**config.mk**
```make
export PLATFORM = sky130hd
export DESIGN_NAME = param_multimode_bounce_counter
export DESIGN_NICKNAME = d
export VERILOG_FILES = /design/src/rtl/param_multimode_bounce_counter.sv
export SDC_FILE = /design/constraint.sdc
export NUM_CORES = 1
export LEC_CHECK = 0
export CORE_UTILIZATION = 40
export DETAILED_ROUTE_END_ITERATION = 12
export PLACE_DENSITY = 0.58
export SETUP_SLACK_MARGIN = 0.05
export SLEW_MARGIN = 20
export SYNTH_ARGS = -nofsm -noshare
export SYNTH_HDL_FRONTEND = slang
export SYNTH_SLANG_ARGS = --single-unit
```
**constraint.sdc**
```tcl
create_clock -name clk -period 14.66 [get_ports clk]
set_clock_uncertainty 0.2 [all_clocks]
set_input_delay 2.932 -clock clk [delete_from_list [all_inputs] [get_ports clk]]
set_output_delay 2.932 -clock clk [all_outputs]
set_load 0.03 [all_outputs]
```
**src/rtl/param_multimode_bounce_counter.sv**
```systemverilog
// Multi-mode bounded counter: ping-pong, wrap-around and one-shot stepping between min and max.
// Reports turn/wrap events as a registered pulse plus a saturating event count.
module param_multimode_bounce_counter #(
    parameter int WIDTH  = 8,
    parameter int STEP_W = 4,
    parameter int CNT_W  = 8
) (
    input  logic              clk,
    input  logic              rst,
    input  logic              enable,
    input  logic              flip,
    input  logic              load,
    input  logic [WIDTH-1:0]  load_val,
    input  logic [WIDTH-1:0]  min,
    input  logic [WIDTH-1:0]  max,
    input  logic [STEP_W-1:0] step,
    input  logic [1:0]        mode,
    output logic [WIDTH-1:0]  out,
    output logic              direction,
    output logic              bounce,
    output logic [CNT_W-1:0]  bounce_cnt,
    output logic              done,
    output logic              cfg_err
);

    // One extra bit so bound comparisons never wrap through 0 or 2^WIDTH.
    localparam int EW = ((WIDTH > STEP_W) ? WIDTH : STEP_W) + 1;

    typedef enum logic [1:0] {
        MODE_PING    = 2'd0,
        MODE_WRAP    = 2'd1,
        MODE_ONESHOT = 2'd2,
        MODE_HOLD    = 2'd3
    } mode_e;

    mode_e            mode_q;
    logic [EW-1:0]    s_eff, out_x, min_x, max_x, sum_up;
    logic [WIDTH-1:0] s_w, up_val, dn_val, out_nxt;
    logic             dir_nxt, dir_w, event_nxt, hold;

    assign mode_q = mode_e'(mode);
    assign s_eff  = (step == '0) ? EW'(1) : EW'(step);
    assign s_w    = WIDTH'(s_eff);
    assign out_x  = EW'(out);
    assign min_x  = EW'(min);
    assign max_x  = EW'(max);
    assign sum_up = out_x + s_eff;

    // Clipped single steps; the narrow arithmetic is only selected when it cannot overflow.
    assign up_val = (sum_up > max_x) ? max : out + s_w;
    assign dn_val = (out_x < min_x + s_eff) ? min : out - s_w;

    assign cfg_err = (max <= min) || (out < min) || (out > max);
    assign done    = (mode_q == MODE_ONESHOT) && (direction ? (out == max) : (out == min));
    assign hold    = !enable || cfg_err || (mode_q == MODE_HOLD);

    always_comb begin
        // NOTE: every output of this block gets a default first so no latch is inferred.
        out_nxt   = out;
        dir_nxt   = direction;
        dir_w     = direction ^ flip;
        event_nxt = 1'b0;
        case (mode_q)
            MODE_PING: begin
                if (direction && out == max) begin
                    out_nxt   = dn_val;
                    dir_nxt   = 1'b0;
                    event_nxt = 1'b1;
                end else if (!direction && out == min) begin
                    out_nxt   = up_val;
                    dir_nxt   = 1'b1;
                    event_nxt = 1'b1;
                end else if (flip && out > min && out < max) begin
                    dir_nxt = ~direction;
                    out_nxt = direction ? dn_val : up_val;
                end else begin
                    out_nxt = direction ? up_val : dn_val;
                end
            end
            MODE_WRAP: begin
                dir_nxt = dir_w;
                if (dir_w) begin
                    out_nxt   = (out == max) ? min : up_val;
                    event_nxt = (out == max);
                end else begin
                    out_nxt   = (out == min) ? max : dn_val;
                    event_nxt = (out == min);
                end
            end
            MODE_ONESHOT: begin
                // Flip is ignored; the pulse fires only on the step that lands on the bound.
                if (direction && out != max) begin
                    out_nxt   = up_val;
                    event_nxt = (up_val == max);
                end else if (!direction && out != min) begin
                    out_nxt   = dn_val;
                    event_nxt = (dn_val == min);
                end
            end
            default: ;
        endcase
    end

    always_ff @(posedge clk) begin
        // NOTE: sequential state uses non-blocking assignments so all registers update together.
        if (rst) begin
            out        <= min;
            direction  <= 1'b1;
            bounce     <= 1'b0;
            bounce_cnt <= '0;
        end else if (load) begin
            out        <= load_val;
            bounce     <= 1'b0;
            bounce_cnt <= '0;
        end else if (hold) begin
            bounce <= 1'b0;
        end else begin
            out       <= out_nxt;
            direction <= dir_nxt;
            bounce    <= event_nxt;
            if (event_nxt && bounce_cnt != '1)
                bounce_cnt <= bounce_cnt + 1'b1;
        end
    end

endmodule
```
==> impl_metrics.csv <==
group,metric,value,unit
final_layout,syn2layout_area_growth,17.09,%
final_layout,drive_gt1_share,4.708,%
routing,post_drt_wl_per_cell,19.37,um
worst_hold_path,hold_end,"bounce_cnt[2]$_SDFFE_PP0P_",
clock_tree,cts-root-buf,"clkbuf_8",
synthesis,syn-cell-area,3777,sq um
pwr,power.density,78.34,nW/um^2
floorplanning,rows,35,
setup_path,timing.rr.end,"out[1]$_DFFE_PP_",
clock_tree,clk_pin_slew_worst_paths,0.07,ns
grt,grt_pass1_vias,3698,
grt,grt_use_met1,33.67,%
setup_path,worstPathMaxFanout,8,
routing,antenna_left,0,
floorplanning,initial_core_util,41.07,%
run,maxCapViolCount,0,
synthesis,yosys-top-cells-area,"ha_1 19%, edfxtp_1 6.4%, dfxtp_1 5.3%",
clock_tree,postCtsHoldBufs,0,
sta,slew_viol_final,0,
routing,wl,12430,um
floorplanning,dieArea,9836,sq um
routing,drc,0,
sta,finalSetupViolations,0,
routing,dr.pass1.iters,5,
grt,met3_usage,1.546,%
pwr,ir_drop,0.03692,mV
routing,vias,3893,
synthesis,synth.yosys.seq_area_share,11.66,%
synthesis,ys_ff_latch,18,
sta,fin_crit_sh,62.24,%
setup_path,cp-end-kind,"primary output",
clock_tree,htreeDepth,1,
sta,fin_crit,9.125,ns
worst_hold_path,min-delay-path-class,"register to register",
setup_path,reg2reg_slack,9.67,ns
clock_tree,cts_made_buffers,3,
worst_hold_path,holdCritStartpoint,"bounce_cnt[2]$_SDFFE_PP0P_",
clock_tree,cts.sinks,18,
synthesis,synth-edff-count,8,
setup_path,r2r-start,"out[0]$_DFFE_PP_",
sta,rsz0062_at_grt,"no",
final_layout,fillers,941,
sta,hold_viol,0,
synthesis,synth_top_cell_by_area,"ha_1",
setup_path,required,11.53,ns
synthesis,synth_commonest_cells,"57 x ha_1, 45 x nand2_1, 39 x a21oi_1",
clock_tree,tritoncts,"yes",
placed_design,port_buffers,54,
synthesis,synth.top_cell.area_share,18.88,%
floorplanning,die_x,99.18,um
setup_path,cp.arrival,5.99,ns
final_layout,area.sequential,440.4,sq um
clock_tree,clock_latency,0.27,ns
synthesis,syn-num-nets,590,
clock_tree,cts_buffer_depth,2,
routing,drt_first_iter_violations,211,
outcome,status,"finished clean",
setup_path,start_kind,"input pin",
synthesis,syn_inst,495,
sta,fin_ws,5.535,ns
synthesis,synth.distinct_cells,69,
floorplanning,core-area,9196,sq um
sta,slew_headroom,33.47,%
grt,grt_max_degree,20,
grt,antenna_found_initial,0,
final_layout,multi_input_area,3102,sq um
grt,grt_util_all_layers,25.19,%
setup_path,worstSetupPathType,"input pin to primary output",
floorplanning,io_pins,55,
placed_design,hpwl,9899,um
clock_tree,post_cts_buffers,0,
synthesis,synthFlopType,"dfxtp_1",
synthesis,synth_most_common_cell,"ha_1",
pwr,power.leakage,1.789,nW
grt,gr-total-overflow,0,
clock_tree,ctsResizeCount,0,
setup_path,worstRegToRegCells,16,
worst_hold_path,holdPathStages,1,
sta,worst_slew_pin_slew,0.9920,ns
grt,grtUsageMet2,43.30,%
synthesis,synthArstFlopShare,0,%
grt,grt_pass1_wl,19330,um
placed_design,gp_congestion,0.9843,
sta,fmax,0.1096,GHz
grt,top_usage_layer,"met2",
synthesis,synth_warnings,0,
synthesis,synth.avg_cell_area,7.631,sq um
final_layout,fin_nets,627,
sta,final.setup.tns,0,ns
routing,via_per_inst,6.064,
floorplanning,die_h,99.18,um
final_layout,diodes,0,
placed_design,pre_cts_ws,5.561,ns
worst max-delay path, stage by stage:
cell             delay (ns)
clkdlybuf4s50_1        0.71
inv_1                  0.17
ha_1                   0.32
nand2_1                0.06
nor3_1                 0.63
nand2_1                0.10
o21ai_0                0.16
and2_1                 0.22
clkdlybuf4s50_1        0.68
layout make-up:
| type | count | share of cell area (%) |
|---|---|---|
| Timing Repair Buffer | 56 | 12.56 |
| Multi-Input combinational cell | 418 | 70.13 |
| Inverter | 35 | 2.970 |
| Tap cell | 111 | 3.140 |
| Sequential cell | 18 | 9.958 |
| Clock buffer | 4 | 1.245 |
worst max path at each step:
stage                     cells after the start    to    from  slack, ns
after global placement                        9  done  max[2]       5.60
after CTS                                     9  done  max[4]       5.54
after global routing                          9  done  max[4]       5.31
after floorplan                               8  done  max[4]       7.04
final                                         9  done  max[4]       5.53
after detailed placement                      9  done  max[4]       5.56
where the power goes:
part           switching (mW)  internal (mW)
logic                   0.137         0.0970
registers              0.0124         0.0568
clock network          0.0194         0.0239
flip-flops by register name, indices dropped and copies added, names as in the netlist:
signal / cells
bounce: 1
direction: 1
bounce_cnt: 8
out: 8
layer usage:
| layer | up-vias | part of all wire [%] |
|---|---|---|
| li1 | 1918 | - |
| met1 | 1819 | 46 |
| met2 | 133 | 46 |
| met3 | 23 | 4.4 |
| met4 | 0 | 2.9 |
| met5 | - | 0 |
stage by stage:
step | hold slack, ns | cells | util [%] | total power [mW] | area [sq um]
4_1_cts | 0.3188 | 642 | 48.10 | 0.3441 | 4423
3_5_place_dp | 0.3002 | 638 | 47.50 | 0.2992 | 4368
6_report | 0.3173 | 642 | 48.10 | 0.3465 | 4423
2_1_floorplan | 0.4377 | 495 | - | 0.2296 | 3777
3_3_place_gp | 0.2956 | 638 | 47.50 | 0.2981 | 4368
5_1_grt | 0.3491 | 642 | 48.10 | 0.3712 | 4423
cells in the final DEF, fill, tap and decap left out, types with 4 or more instances in the layout:
cell type,n
clkbuf_8,4
a22oi_1,5
inv_1,34
nand4_1,10
nor2_1,33
nor2b_1,9
o21ai_1,4
nand2b_1,11
a21oi_1,39
nor3_1,8
o21ai_0,28
a21o_1,7
ha_1,57
nand4b_1,4
edfxtp_1,8
o41ai_1,5
and3_1,11
mux2i_1,13
xor2_1,9
clkdlybuf4s50_1,54
o2111ai_1,4
or3_1,6
o211ai_1,6
nand3_1,12
dfxtp_1,10
o221ai_1,6
nand2_1,45
xnor2_1,17
cells by family after synthesis:
group / share of synthesized area (%)
simple gates: 22.46
compound gates: 27.79
fa+ha+maj: 20.47
buf+inv: 6.359
xor+xnor: 7.817
flops: 11.66
mux: 3.445
Power figures use the tool's default switching activity.
